[src/rtl/pipe_stage_chain.sv]
// pipe_stage_chain: a chain of DEPTH pipeline-boundary register slots that
// carries an opaque payload with a per-slot valid bit. Every slot obeys the
// global stall vector (bubble / load / hold), a synchronous flush clears all
// slots, and occupancy reports how many slots hold a real instruction.
// Optional performance counters are built only when the macro
// PIPE_STAGE_CHAIN_PERF_EN is defined; otherwise hold_cnt/bubble_cnt read 0.
module pipe_stage_chain #(
  parameter int                DATA_W    = 81,
  parameter int                DEPTH     = 1,
  parameter int                STALL_W   = 6,
  parameter int                STAGE_IDX = 2,
  parameter logic [DATA_W-1:0] NOP_DATA  = '0,
  localparam int               OCC_W     = $clog2(DEPTH + 1)
) (
  input  logic               clk,
  input  logic               rst,
  input  logic [STALL_W-1:0] stall,
  input  logic               flush,
  input  logic [DATA_W-1:0]  in_data,
  input  logic               in_valid,
  output logic [DATA_W-1:0]  out_data,
  output logic               out_valid,
  output logic [OCC_W-1:0]   occupancy,
  output logic [31:0]        hold_cnt,
  output logic [31:0]        bubble_cnt
);

  // The last slot reads stall[STAGE_IDX+DEPTH], so that bit must exist.
  if ((STAGE_IDX + DEPTH > STALL_W - 1) || (DEPTH < 1) || (DEPTH > 4)) begin : g_param_check
    $error("pipe_stage_chain: illegal DEPTH/STAGE_IDX/STALL_W combination");
  end

  logic [DATA_W-1:0] slot_data [DEPTH];
  logic [DEPTH-1:0]  slot_valid;
  logic [DEPTH-1:0]  hold_sel;    // slot keeps its contents this cycle
  logic [DEPTH-1:0]  bubble_sel;  // slot takes a bubble this cycle

  for (genvar gi = 0; gi < DEPTH; gi++) begin : g_slot
    localparam int SI = STAGE_IDX + gi;

    logic [DATA_W-1:0] data_q, data_d, src_data;
    logic              valid_q, valid_d, src_valid;
    logic              hold_k, bubble_k;

    if (gi == 0) begin : g_src_in
      assign src_data  = in_data;
      assign src_valid = in_valid;
    end else begin : g_src_prev
      assign src_data  = slot_data[gi-1];
      assign src_valid = slot_valid[gi-1];
    end

    // Next-state selection: flush, then bubble, then load, else hold.
    always_comb begin
      data_d   = data_q;
      valid_d  = valid_q;
      hold_k   = 1'b0;
      bubble_k = 1'b0;
      if (flush) begin
        data_d  = NOP_DATA;
        valid_d = 1'b0;
      end else if (stall[SI] && !stall[SI+1]) begin
        data_d   = NOP_DATA;
        valid_d  = 1'b0;
        bubble_k = 1'b1;
      end else if (!stall[SI]) begin
        data_d  = src_data;
        valid_d = src_valid;
      end else begin
        hold_k = 1'b1;
      end
    end

    // Slot register with synchronous reset to the NOP payload.
    always_ff @(posedge clk) begin
      if (rst) begin
        data_q  <= NOP_DATA;
        valid_q <= 1'b0;
      end else begin
        data_q  <= data_d;
        valid_q <= valid_d;
      end
    end

    assign slot_data[gi]  = data_q;
    assign slot_valid[gi] = valid_q;
    assign hold_sel[gi]   = hold_k;
    assign bubble_sel[gi] = bubble_k;
  end

  assign out_data  = slot_data[DEPTH-1];
  assign out_valid = slot_valid[DEPTH-1];

  // Popcount of the slot valid bits.
  always_comb begin
    occupancy = '0;
    for (int k = 0; k < DEPTH; k++) begin
      occupancy = occupancy + OCC_W'(slot_valid[k]);
    end
  end

`ifdef PIPE_STAGE_CHAIN_PERF_EN
  logic [31:0] hold_cnt_q, bubble_cnt_q;

  // Saturating perf counters; cleared by reset only, flush leaves them alone.
  always_ff @(posedge clk) begin
    if (rst) begin
      hold_cnt_q   <= 32'h0;
      bubble_cnt_q <= 32'h0;
    end else begin
      if ((|hold_sel) && (hold_cnt_q != 32'hFFFF_FFFF)) begin
        hold_cnt_q <= hold_cnt_q + 32'h1;
      end
      if (bubble_sel[0] && (bubble_cnt_q != 32'hFFFF_FFFF)) begin
        bubble_cnt_q <= bubble_cnt_q + 32'h1;
      end
    end
  end

  assign hold_cnt   = hold_cnt_q;
  assign bubble_cnt = bubble_cnt_q;
`else
  logic unused_perf;
  assign unused_perf = ^{hold_sel, bubble_sel};
  assign hold_cnt    = 32'h0;
  assign bubble_cnt  = 32'h0;
`endif

endmodule

[config.mk]
export PLATFORM = sky130hd
export DESIGN_NAME = pipe_stage_chain
export DESIGN_NICKNAME = d
export VERILOG_FILES = /design/src/rtl/pipe_stage_chain.sv
export SDC_FILE = /design/constraint.sdc
export NUM_CORES = 1
export LEC_CHECK = 0
export CAP_MARGIN = 20
export CELL_PAD_IN_SITES_DETAIL_PLACEMENT = 0
export CELL_PAD_IN_SITES_GLOBAL_PLACEMENT = 1
export CORE_ASPECT_RATIO = 1.4
export CORE_MARGIN = 5
export CORE_UTILIZATION = 28
export CTS_CLUSTER_SIZE = 40
export DETAILED_ROUTE_END_ITERATION = 12
export GPL_TIMING_DRIVEN = 0
export PLACE_DENSITY_LB_ADDON = 0.1
export SYNTH_ARGS = -nofsm -noshare
export SYNTH_HDL_FRONTEND = slang
export SYNTH_SLANG_ARGS = --single-unit
[constraint.sdc]
create_clock -name clk -period 1.1 [get_ports clk]
set_clock_uncertainty 0.05 [all_clocks]
set_input_delay 0.22 -clock clk [delete_from_list [all_inputs] [get_ports clk]]
set_output_delay 0.22 -clock clk [all_outputs]
set_load 0.01 [all_outputs]
## Yosys cells after proc, flatten, opt, wreduce, memory -nomap -nowiden

Index checks and enable logic that the tools add are counted.

- Bits in registers: 82
- Output and inout bits: 147
- ROM bits: 0
- Latch bits: 0
- Memory bits (writable): 0
- Memories: 0

- Reductions and logical operators: 3
- Mux-type cells: 0
- Shift operators: 0
- Add/sub/neg operators: 0
- Bitwise operators: 0
- Divide/modulo/power cells: 0
- Multiply operators: 0
- Equal/unequal tests: 0
- $lt $le $gt $ge: 0

Operators by type and width:

| operator | count |
|---|---|
| 3-bit OR reduction | 1 |
| 1-bit logical AND | 1 |
| 1-bit zero test | 1 |

## Depth between registers and ports, before layout

- Depth after elaboration: 3
- Depth in mapped cells: 5

## Worst setup path before layout

OpenSTA, ideal clock, no wires.

- Path type: input-to-reg
- Start: input port flush
- End: register g_slot[0].data_q[16] (netlist: out_data[16])
- Library setup time: 0.066 ns
- Buffers on the path: 2
- Stages on the path: 4
- Arrival time: 0.862 ns
- Setup slack: 0.122 ns
- Cell sequence: or2_1 > buf_2 > buf_4 > a21oi_2

- Longest elaborated chain between the ends: 1

Ends and longest elaborated chain:

| element | line | RTL |
|---|---|---|
| start: declaration | 18 | `input logic flush,` |
| 3-bit OR reduction (no line) | -- |  |
| end signal: assignment | 80 | `data_q <= data_d;` |
| end: declaration | 41 | `logic [DATA_W-1:0] data_q, data_d, src_data;` |

No other way between the ends.
A chain may end at the register's enable or synchronous reset.

## Final worst setup path

- Start: register g_slot[0].valid_q (netlist: out_valid)
- End: output port out_valid

RTL lines:

| element | line | RTL |
|---|---|---|
| start: declaration | 42 | `logic valid_q, valid_d, src_valid;` |
| start signal: assignment | 81 | `valid_q <= valid_d;` |
| end: declaration | 22 | `output logic out_valid,` |

No word-level cell between the ends.

==> key figures <==
Finish
  • Net count of the finished layout: about 780
  • Final cell count without fillers: roughly 880
  • Utilization after layout: 0.462
  • Layout-stage area growth over the synthesis result: 61.5%
  • Share of final-layout standard cells stronger than drive strength 1: 0.594
  • Ant diodes: 0
  • Filler instances: 1500

Setup path
  • Crit-path slowest cell: sky130_fd_sc_hd__dfxtp_2
  • Depth of the worst register-to-register path: 4
  • CP endpoint: out_valid
  • Cell-by-cell trace of the critical path: buf_6, buf_6
  • Data arrival, critical path: 0.89 ns
  • Critical Path Sink Type: output pin
  • Critical path launch point type: flip-flop
  • Worst setup path category: flip-flop to output pin
  • Setup crit start: out_valid$_SDFFE_PP0N_
  • Worst path max stage delay: around 0.34 ns
  • Worst reg-to-reg setup slack: around 0.25 ns
  • Destination of the worst register-to-register timing path: out_data[40]$_SDFFE_PP0N_
  • Data required time of the worst path: approximately 0.83 ns
  • Launch point of the worst reg-to-reg path: out_data[40]$_SDFFE_PP0N_
  • Most used cell along the critical path: sky130_fd_sc_hd__buf_6
  • Maximum fanout count along the critical path: 3

Placement
  • Sum of net half-perimeters after detailed placement: roughly 9700 µm
  • Placed cells: about 850
  • RD Place Congestion: between 0.7 and 0.8
  • I/O Buffers: approximately 170

Floorplan
  • Num rows: 53
  • Core Footprint: ~15000 µm²
  • Initial core utilization: 0.286
  • Ports placed on the boundary: 238
  • Horizontal die dimension: ~110 µm
  • Total Die Area: 18000 µm²
  • DIE HEIGHT: around 160 µm

Logic synthesis
  • Synth area leaders: sky130_fd_sc_hd__dfxtp_1 (38%), sky130_fd_sc_hd__nand3_2 (14%), sky130_fd_sc_hd__buf_4 (13%)
  • Cell accounting for the most synthesized area: sky130_fd_sc_hd__dfxtp_1
  • Share of async-settable or async-resettable flops after synthesis: 0
  • Portion of synthesized cell area occupied by the leading cell type: 0.381
  • Synthesis-stage register bit count: 82
  • Post-synthesis cell count: ~430
  • Summed instance area of the synthesized netlist: 4300 µm²
  • Avg Inst Size Synth: between 9 and 10 µm²
  • Leading post-synthesis cells by instance count: sky130_fd_sc_hd__dfxtp_1 (82), sky130_fd_sc_hd__nand2b_1 (82), sky130_fd_sc_hd__buf_4 (72), sky130_fd_sc_hd__a21oi_2 (60), sky130_fd_sc_hd__nand3_2 (60)
  • Top FF cell, synth: sky130_fd_sc_hd__dfxtp_1
  • Post-synth EDFFs: 0
  • Library cells used by synthesis: 13
  • Total of warnings raised by yosys: 0
  • Share of the yosys chip area belonging to registers: 0.381

GRT
  • Vias in the first global route: 3653
  • Total routing resource utilization after global routing: 0.134
  • Pin count of the biggest net entering global routing: 14
  • Initial antenna violation count: 0
  • Total overflow reported by the global router: 0
  • Wire length of the first global-routing pass: around 19000 µm

Route
  • Final wirelength: between 10000 and 15000 µm
  • Post-route ant nets: 0
  • Via density: around 4.1
  • First DRT Iteration DRCs: 77
  • Final routed DRC violation total: 0
  • Avg WL per Cell: approximately 15 µm
  • Via total after detailed routing: around 3600
  • Length of the first detailed-routing pass in iterations: 4

Clock tree
  • Clock insertion delay at the later pin of the skew report: around 0.33 ns
  • Clock transition at the registers of the reported paths: roughly 0.060 ns
  • Root Buffer Master: sky130_fd_sc_hd__clkbuf_16
  • Number of clock sinks: between 80 and 90
  • Clock tree from TritonCTS: done
  • Num CTS Buffers: 9
  • CTS HTree Levels: 3
  • Maximum number of buffers from clock root to sink: 2

Status
  • Run status: finished with violations
  • Violated checks: setup timing

Timing
  • Setup repair after global routing missed its margin: yes
  • Hold_ws: 0.237 ns
  • Fin crit share: 1.05
  • Count of pins over their slew limit: 0
  • Final setup violation count: 1
  • Minimum clock period after layout: 1.16 ns
  • Crit path setup slack, layout: -0.0603 ns
  • Maximum clock frequency: about 860 MHz
  • Count of endpoints failing hold in the final timing report: 0

Pwr
  • Total power per unit cell area: between 1000 and 1500 nW/µm²
  • IR drop worst, VDD: just under 900 µV
  • Static power due to leakage: 2.84 nW

Hold path
  • Worst Min Path Start: stall[2]
  • Hold Crit Class: input pin to flip-flop

Flow run
  • Max cap viols: 0
[cells in the final DEF (no fill, tap or decap), types with 8 or more instances in the layout]
cell type,Yosys,routed
sky130_fd_sc_hd__a21oi_1,22,16
sky130_fd_sc_hd__a21oi_2,60,63
sky130_fd_sc_hd__buf_12,7,14
sky130_fd_sc_hd__buf_2,12,50
sky130_fd_sc_hd__buf_4,72,89
sky130_fd_sc_hd__buf_6,2,37
sky130_fd_sc_hd__clkbuf_1,8,8
sky130_fd_sc_hd__clkbuf_16,0,10
sky130_fd_sc_hd__clkdlybuf4s50_1,0,83
sky130_fd_sc_hd__conb_1,1,64
sky130_fd_sc_hd__dfxtp_2,0,78
sky130_fd_sc_hd__nand2b_1,82,82
sky130_fd_sc_hd__nand3_1,22,22
sky130_fd_sc_hd__nand3_2,60,60
[kinds of logic (layout without fill, tap and decap cells)]
group	Yosys count	after routing	synth area share
simple gates	165	165	0.286
buf+inv	101	297	0.184
compound gates	82	82	0.148
flops	82	82	0.381
other cells	1	64	0.000871
[layer usage]
metal  up-vias  GRT usage  wire length [µm]
met3        11     0.0484              1260
met2       143      0.233              6370
met1      1639      0.150              4930
met5         -          0                 0
met4         0     0.0487               229
li1       1815          -                 -
[how the worst min path moves through the flow]
stage / to / depth (start not counted)
2_1_floorplan: out_data[77]$_SDFFE_PP0N_ / 2
3_3_place_gp: out_data[76]$_SDFFE_PP0N_ / 2
3_5_place_dp: out_data[69]$_SDFFE_PP0N_ / 2
4_1_cts: out_valid$_SDFFE_PP0N_ / 3
5_1_grt: out_data[76]$_SDFFE_PP0N_ / 3
6_report: out_valid$_SDFFE_PP0N_ / 3
[registers in the layout (all words and copies together), names as in the netlist]
name	count
out_valid	1
out_data	81
[power breakdown]
group | total, W | switching [W] | leakage, nW | internal [W]
sequential | 0.00314 | 0.0000620 | 0.703 | 0.00307
clock | 0.00318 | 0.00122 | 0.147 | 0.00196
combinational | 0.00145 | 0.000648 | 1.99 | 0.000806
total | 0.00777 | 0.00193 | 2.84 | 0.00584
[worst max-delay path: cells and delay by family (launching register included)]
| family | cells | cell delay, ns |
|---|---|---|
| flops | 1 | 0.34 |
| buf+inv | 2 | 0.22 |
[area by class of cell]
cell class	count	area (µm²)	share of cell area
Buffer	101	887	0.128
Clock buffer	9	225	0.0324
Clock inverter	5	81.3	0.0117
Multi-Input combinational cell	311	2150	0.310
Sequential cell	82	1740	0.250
Tap cell	192	240	0.0346
Timing Repair Buffer	182	1630	0.234
[repair_timing]
item | CTS | global route
pin swaps | 0 | 1
hold buffers | 0 | 0
gates resized for setup | 418 | 71
setup endpoints to repair | 163 | 61
buffers inserted | 5 | 9
cloned | 0 | 1
hold endpoints to repair | 0 | 0
[through the flow]
step | setup slack (ns) | setup TNS [ns] | instance area, µm² | power [W]
after floorplan | 0.122 | 0 | 4540 | 0.00397
after global placement | -0.474 | -40.45 | 6450 | 0.00458
after detailed placement | -0.479 | -40.73 | 6450 | 0.00459
after CTS | -0.0808 | -0.0808 | 6560 | 0.00778
after global routing | -0.0946 | -0.116 | 6950 | 0.00813
final | -0.0603 | -0.0603 | 6950 | 0.00777
Note: power is estimated with default switching activity, not from simulation.
